### config.mk
export PLATFORM = sky130hd
export DESIGN_NAME = fp4_vec_feeder
export DESIGN_NICKNAME = d
export VERILOG_FILES = /design/src/rtl/fp4_vec_feeder.sv
export SDC_FILE = /design/constraint.sdc
export NUM_CORES = 1
export LEC_CHECK = 0
export BUFFER_PORTS_ARGS = -buffer_cell sky130_fd_sc_hd__buf_2
export CAP_MARGIN = 20
export CORE_MARGIN = 3
export CORE_UTILIZATION = 48
export CTS_CLUSTER_DIAMETER = 40
export DETAILED_ROUTE_END_ITERATION = 16
export PLACE_DENSITY = 0.86
export SYNTH_ARGS = -nofsm -noshare
export SYNTH_HDL_FRONTEND = slang
export SYNTH_SLANG_ARGS = --single-unit
export TNS_END_PERCENT = 5
### constraint.sdc
create_clock -name i_clk -period 1.7 [get_ports i_clk]
set_input_delay 0.17 -clock i_clk [delete_from_list [all_inputs] [get_ports i_clk]]
set_output_delay 0.17 -clock i_clk [all_outputs]
set_load 0.005 [all_outputs]
### src/rtl/fp4_vec_feeder.sv
// fp4_vec_feeder: takes packed A/B words of FP4 operands and emits one
// (a, b) pair per cycle to the MAC. A length counter bounds each vector.
// The block pulses an accumulator clear before the first pair, flags the
// last pair, and pulses done when the vector is complete.
//
// state   | meaning
// --------+----------------------------------------------------------
// S_IDLE  | waiting for i_start; i_len latched on acceptance
// S_CLEAR | one-cycle accumulator clear pulse
// S_LOAD  | word_ready high, waiting for a packed word pair
// S_SHIFT | one pair per cycle from the captured words
// S_DONE  | one-cycle done pulse, then back to idle
//
// All outputs are registered. Each output takes the value that belongs to
// the state being entered, so it is valid in the same cycle as that state.
module fp4_vec_feeder #(
    parameter int LANES = 4,
    parameter int LEN_W = 8
) (
    input  logic               i_clk,
    input  logic               i_rst,
    input  logic               i_start,
    input  logic [LEN_W-1:0]   i_len,
    input  logic               i_word_valid,
    output logic               o_word_ready,
    input  logic [4*LANES-1:0] i_word_a,
    input  logic [4*LANES-1:0] i_word_b,
    output logic               o_data_valid,
    output logic [3:0]         o_a,
    output logic [3:0]         o_b,
    output logic               o_acc_clear,
    output logic               o_last,
    output logic               o_busy,
    output logic               o_done
);

    localparam int W      = 4 * LANES;
    localparam int LANE_W = $clog2(LANES);

    typedef enum logic [2:0] {
        S_IDLE,
        S_CLEAR,
        S_LOAD,
        S_SHIFT,
        S_DONE
    } state_t;

    state_t              state;
    logic [LEN_W-1:0]    rem;
    logic [LANE_W-1:0]   lane;
    logic [W-1:0]        sh_a;
    logic [W-1:0]        sh_b;

    // Sequencer with registered outputs. The shift registers hold the lanes
    // that have not been emitted yet; lane 0 is sent straight from the
    // captured word, so the remainder is stored pre-shifted.
    always_ff @(posedge i_clk) begin
        if (i_rst) begin
            state        <= S_IDLE;
            rem          <= '0;
            lane         <= '0;
            sh_a         <= '0;
            sh_b         <= '0;
            o_word_ready <= 1'b0;
            o_data_valid <= 1'b0;
            o_a          <= 4'h0;
            o_b          <= 4'h0;
            o_acc_clear  <= 1'b0;
            o_last       <= 1'b0;
            o_busy       <= 1'b0;
            o_done       <= 1'b0;
        end else begin
            o_word_ready <= 1'b0;
            o_data_valid <= 1'b0;
            o_a          <= 4'h0;
            o_b          <= 4'h0;
            o_acc_clear  <= 1'b0;
            o_last       <= 1'b0;
            o_done       <= 1'b0;

            case (state)
                S_IDLE: begin
                    if (i_start) begin
                        rem    <= i_len;
                        o_busy <= 1'b1;
                        if (i_len == '0) begin
                            state  <= S_DONE;
                            o_done <= 1'b1;
                        end else begin
                            state       <= S_CLEAR;
                            o_acc_clear <= 1'b1;
                        end
                    end
                end

                S_CLEAR: begin
                    state        <= S_LOAD;
                    o_word_ready <= 1'b1;
                end

                S_LOAD: begin
                    if (i_word_valid) begin
                        state        <= S_SHIFT;
                        lane         <= '0;
                        sh_a         <= i_word_a >> 4;
                        sh_b         <= i_word_b >> 4;
                        o_data_valid <= 1'b1;
                        o_a          <= i_word_a[3:0];
                        o_b          <= i_word_b[3:0];
                        o_last       <= (rem == LEN_W'(1));
                    end else begin
                        o_word_ready <= 1'b1;
                    end
                end

                S_SHIFT: begin
                    rem <= rem - LEN_W'(1);
                    if (rem == LEN_W'(1)) begin
                        state  <= S_DONE;
                        o_done <= 1'b1;
                    end else if (lane == LANE_W'(LANES - 1)) begin
                        state        <= S_LOAD;
                        o_word_ready <= 1'b1;
                    end else begin
                        lane         <= lane + LANE_W'(1);
                        sh_a         <= sh_a >> 4;
                        sh_b         <= sh_b >> 4;
                        o_data_valid <= 1'b1;
                        o_a          <= sh_a[3:0];
                        o_b          <= sh_b[3:0];
                        o_last       <= (rem == LEN_W'(2));
                    end
                end

                S_DONE: begin
                    state  <= S_IDLE;
                    o_busy <= 1'b0;
                end

                default: begin
                    state  <= S_IDLE;
                    o_busy <= 1'b0;
                end
            endcase
        end
    end

endmodule

# == After elaboration in Yosys (flattened, before gate mapping) ==
# Index checks and enable logic that the tools add are counted.
# op_classes
n_addsub,2
eq_ne,11
muxes,47
bitwise,3
reduce_logical,10
# op_table
op,count
16-bit two-way mux,6
16-bit one-hot mux with 2 select lines,2
4-bit two-way mux,6
4-bit one-hot mux with 2 select lines,2
8-bit one-hot mux with 2 select lines,1
3-bit two-way mux,5
1-bit two-way mux,14
3-bit one-hot mux with 4 select lines,1
"8-bit by 1-bit equality test with 1-bit output, second input constant",1
"8-bit by 2-bit equality test with 1-bit output, second input constant",1
8-bit logical NOT,1
8-bit two-way mux,1
"2-bit inequality test, second input constant",4
1-bit one-hot mux with 2 select lines,4
"8-bit by 1-bit subtractor with 8-bit output, second input constant",1
"3-bit by 2-bit equality test with 1-bit output, second input constant",2
2-bit two-way mux,3
3-bit OR reduction,2
2-bit one-hot mux with 2 select lines,1
2-bit AND reduction,2
4-bit AND reduction,1
2-bit nonzero test,2
"3-bit by 1-bit equality test with 1-bit output, second input constant",1
3-bit logical NOT,1
6 further kinds,8
# totals
ff_bits,59
input_bits,44
wordCells,86

# == Logic depth before layout (Yosys ltp) ==
# logic_depth
depth_word,4
mapped_depth,7
mapped_depth_nobuf,6

# == Worst setup path after synthesis ==
# OpenSTA, ideal clock, no wires.
# synth_timing
kind,flip-flop to flip-flop
from,register rem[0]
to,register rem[6]
arrival_ns,1.717
required_ns,1.629
slack_ns,-0.088
stages_incl_launch_ff,7
n_path_buf,0
cell_sequence,dfxtp_1 inv_1 ha_1 or3b_2 nor4_1 mux2_2 a21oi_1
# synth_via
elab_chain_len,2
# synth_rtl
element,line_no,text
"start, declared",49,logic [LEN_W-1:0] rem;
"start signal, assigned",84,rem <= i_len;
"start signal, assigned",117,rem <= rem - LEN_W'(1);
8-bit by 1-bit subtractor with 8-bit output,117,
8-bit one-hot mux with 2 select lines,81,case (state)
# Every way passes these cells.
# A chain may end at the register's enable or synchronous reset.

# == Final worst setup path ==
# layout_timing
from,register rem[1]
to,register sh_a[3]
# layout_via
elab_chain_len,3
# layout_rtl
element,line_no,text
8-bit by 1-bit equality test with 1-bit output,118,if (rem == LEN_W'(1)) begin
2-bit inequality test (no source line),-,
4-bit AND reduction (no source line),-,
"end signal, assigned",105,sh_a <= i_word_a >> 4;
"end signal, assigned",126,sh_a <= sh_a >> 4;
"end, declared",51,logic [W-1:0] sh_a;
# Every way passes these cells.

==> results.md <==
* Run status: complete, but fails checks
* Failing checks: setup timing
* Final weighted congestion in routability-driven placement at 0.851
* HPWL Detailed at 4.19 mm
* Bufs on Longest Clock Path at 2
* Pin count of the biggest net entering global routing at 29
* Hold Buf Count CTS at 0
* Slowest stage delay, CP at 0.50 ns
* Wire length of the first global-routing pass at 9.91 mm
* Static Leak at 1.22 nW
* Min-Delay Startpoint: i_word_b[13]
* Area occupied by registers at 1020 um2
* TritonCTS buffer count at 5
* Number of global-route vias before repair at 2092
* Worst Hold Path EP: sh_b[9]
* FILL cells at 353
* Req. time, crit path at 1.92 ns
* Max Clock Skew at 0.0126 ns
* Crit share post-route at 108%
* Number of primary I/O pins at 58
* Worst EP arrival at 2.06 ns
* Final worst-path setup slack at -0.138 ns
* Cells along the critical path: inv_2 -> ha_4 -> or4b_4 -> nor3_4 -> buf_6 -> nor2_4 -> a311oi_2
* Syn Area/Cell at 8.86 um2
* DRC violations left at 0
* Starting density of the core at 50.3%
* Total congestion overflow after global routing at 0
* Placed instance area at 2840 um2
* Post-synthesis net count at 320
* Reg2Reg Depth at 7
* Number of buffers added on ports at 57
* Number of cells on the worst hold path at 3
* Cell area power density at 877 nW/um2
* Initial antenna violation count at 0
* Wire length per cell after detailed routing at 16.8 um
* Number of violations reported at the end of detailed-routing iteration 0 at 318
* # diodes at 0
* Total wire length at 6.83 mm
* Synthesis warning total at 0
* Clock period minus worst slack at 1.84 ns
* Syn Std Cell Area at 2410 um2
* Drt pass-1 iters at 5
* Final non-filler cell area at 3060 um2
* Measured slew at the worst slew-check pin at 0.419 ns
* Global routing usage summed across all routing layers at 20.8%
* Overall via count from detail_route at 2334
* Fraction of the yosys area taken by sequential cells at 42.4%
* Clock root buffer: sky130_fd_sc_hd__clkbuf_8
* Biggest fanout along the worst timing path at 8
* Worst reg2reg path endpoint: sh_a[3]
* Area occupied by multi-input gates at 1350 um2
* Count of clock tree sinks at 51
* Cell at the slowest stage of the critical path: sky130_fd_sc_hd__or4b_4
* Total number of H-tree levels at 2
* Number of library cell types mapped by synthesis at 46
* Reg-to-reg setup timing slack at -0.14 ns
* Width of the die at 76.8 um
* Leading cell type in the layout, fill and taps excluded: sky130_fd_sc_hd__buf_2
* Antenna Violating Nets Remaining at 0
* Mapped Cells at 272
* Synthesis-stage register bit count at 51
* Pre-CTS setup slack at -0.211 ns
* Top Family by Delay on Critical Path: simple AND/OR/NAND/NOR gates
* Hold Crit Class: in2reg
* Clock-pin slew on the worst setup and hold paths at 0.10 ns
* Endpoints failing setup at 27
* Startpoint of the lowest-slack register-to-register path: rem[1]
* Max Transition Viols Final at 0
* Nets at 387
* Later-pin clock latency in the skew report at 0.32 ns
* Number of buffer and inverter instances along the worst setup path at 2
* CP endpoint kind: flop
* Setup repair after global routing missed its margin: yes
* CTS tree: yes
* Number of maximum-capacitance constraint violations at 0
* Max rail drop VDD at 0.475 mV
* Worst setup path class: reg2reg
* Placeable Area at 4790 um2
* Critical path startpoint category: flop
* Upper clock frequency limit at 544 MHz
* Row Count at 25
* Die area at 5900 um2
* Die Height at 76.8 um
* Top library cells by usage in the layout, fill and taps aside: sky130_fd_sc_hd__buf_2 (57), sky130_fd_sc_hd__nand2_1 (48), sky130_fd_sc_hd__dfxtp_1 (48), sky130_fd_sc_hd__a21oi_1 (36), sky130_fd_sc_hd__buf_4 (22)
* Share of post-route cells with drive strength above 1 at 39.5%
* Number of hold violations in the final report at 0
* Vias per cell at 5.75
* Slew HR at 71.8%
* Area growth from synthesis to final layout at 27.0%
## synth_stat cells, drive strengths merged
library cell,n,area share (%)
o2111ai,1,0.36
nand2,49,7.9
a311oi,16,8.4
nor4b,3,1.4
nor2b,1,0.26
o31ai,1,0.31
or3,1,0.26
and3b,1,0.36
a31o,1,0.36
o21ai,13,2.7
a211oi,2,0.62
a221oi,1,0.36
nor3,5,1.5
or3b,2,0.73
buf,14,3.8
a21o,1,0.62
and4b,1,0.42
ha,4,2.1
a22oi,9,2.8
mux2i,1,0.42
nand3,4,1.0
a31oi,1,0.26
mux2,1,0.47
nand3b,1,0.83
clkbuf,9,1.4
and4bb,1,0.52
nand2b,1,0.26
nor4,4,1.0
a2111oi,3,1.9
nor2,23,3.7
dfxtp,51,42
a21oi,38,8.1
a2bb2oi,1,0.36
nor3b,1,0.31
or4b,2,1.1
inv,4,0.62
## layout make-up
cell class	count	area share, %
inverters	4	0.491
clock buffers	6	2.70
repair buffers	82	16.1
flip-flops and latches	51	33.5
well taps	67	2.74
clock inverters	1	0.286
multi-input cells	195	44.2
## where the power goes
part	internal [W]	leakage, nW	switching [W]
registers	0.00127	0.417	0.0000673
clock network	0.000329	0.0477	0.000432
logic	0.000265	0.751	0.000317
total	0.00187	1.22	0.000816
## kinds of logic (layout without fill, tap and decap cells)
group	Yosys count	in the layout	synth area share [%]
fa+ha+maj	4	4	2.08
flops	51	51	42.4
simple gates	100	101	21.7
compound gates	88	88	27.1
buf+inv	27	93	5.87
mux	2	2	0.883
## metrics by stage
| step | total power (W) | cells | hold slack [ns] | utilization [%] | TNS, ns |
|---|---|---|---|---|---|
| global route | 0.00278 | 406 | 0.0832 | 63.9 | -4.66 |
| floorplan | 0.00169 | 272 | 0.306 | - | 0 |
| global placement | 0.00184 | 395 | 0.416 | 59.3 | -1.33 |
| finish | 0.00268 | 406 | 0.0787 | 63.9 | -2.34 |
| CTS | 0.00261 | 403 | 0.0900 | 62.2 | -0.963 |
| detailed placement | 0.00186 | 395 | 0.420 | 59.3 | -2.78 |
## registers in the layout (all words and copies together), names as in the netlist, 2 cells and up
| name | count |
|---|---|
| sh_a | 12 |
| lane | 2 |
| rem | 8 |
| o_a | 4 |
| o_b | 4 |
| state | 3 |
| sh_b | 12 |
## worst register-to-register path, stage by stage, from the launching register on
cell,delay [ns]
sky130_fd_sc_hd__dfxtp_2,0.34
sky130_fd_sc_hd__inv_2,0.07
sky130_fd_sc_hd__ha_4,0.14
sky130_fd_sc_hd__or4b_4,0.50
sky130_fd_sc_hd__nor3_4,0.23
sky130_fd_sc_hd__buf_6,0.13
sky130_fd_sc_hd__nor2_4,0.07
sky130_fd_sc_hd__a311oi_2,0.27
## worst max-delay path by stage
stage / from / to / slack, ns / cells after the start
finish: rem[1] / sh_a[3] / -0.14 / 7
global route: rem[1] / sh_a[3] / -0.22 / 7
CTS: rem[1] / sh_b[1] / -0.06 / 6
detailed placement: state[1] / sh_a[6] / -0.21 / 4
global placement: rem[1] / sh_a[5] / -0.09 / 6
floorplan: rem[1] / sh_a[0] / 0.02 / 7
## what timing repair did
action                                  CTS  global route
pin swaps                                 0            10
endpoints found under the hold margin     0             0
buffers inserted                          1             3
gates cloned                              0             1
endpoints found under the setup margin   24            33
resized for setup                         9            14
## layer usage
layer  track usage, %  part of all wire [%]  up-vias
li1                 -                     -     1118
met1             27.5                    42     1062
met2             33.2                    48      136
met3             4.69                   8.0       18
met4             7.43                   1.7        0
met5                0                     0        -
No activity file was read; power rests on OpenSTA's default activity.
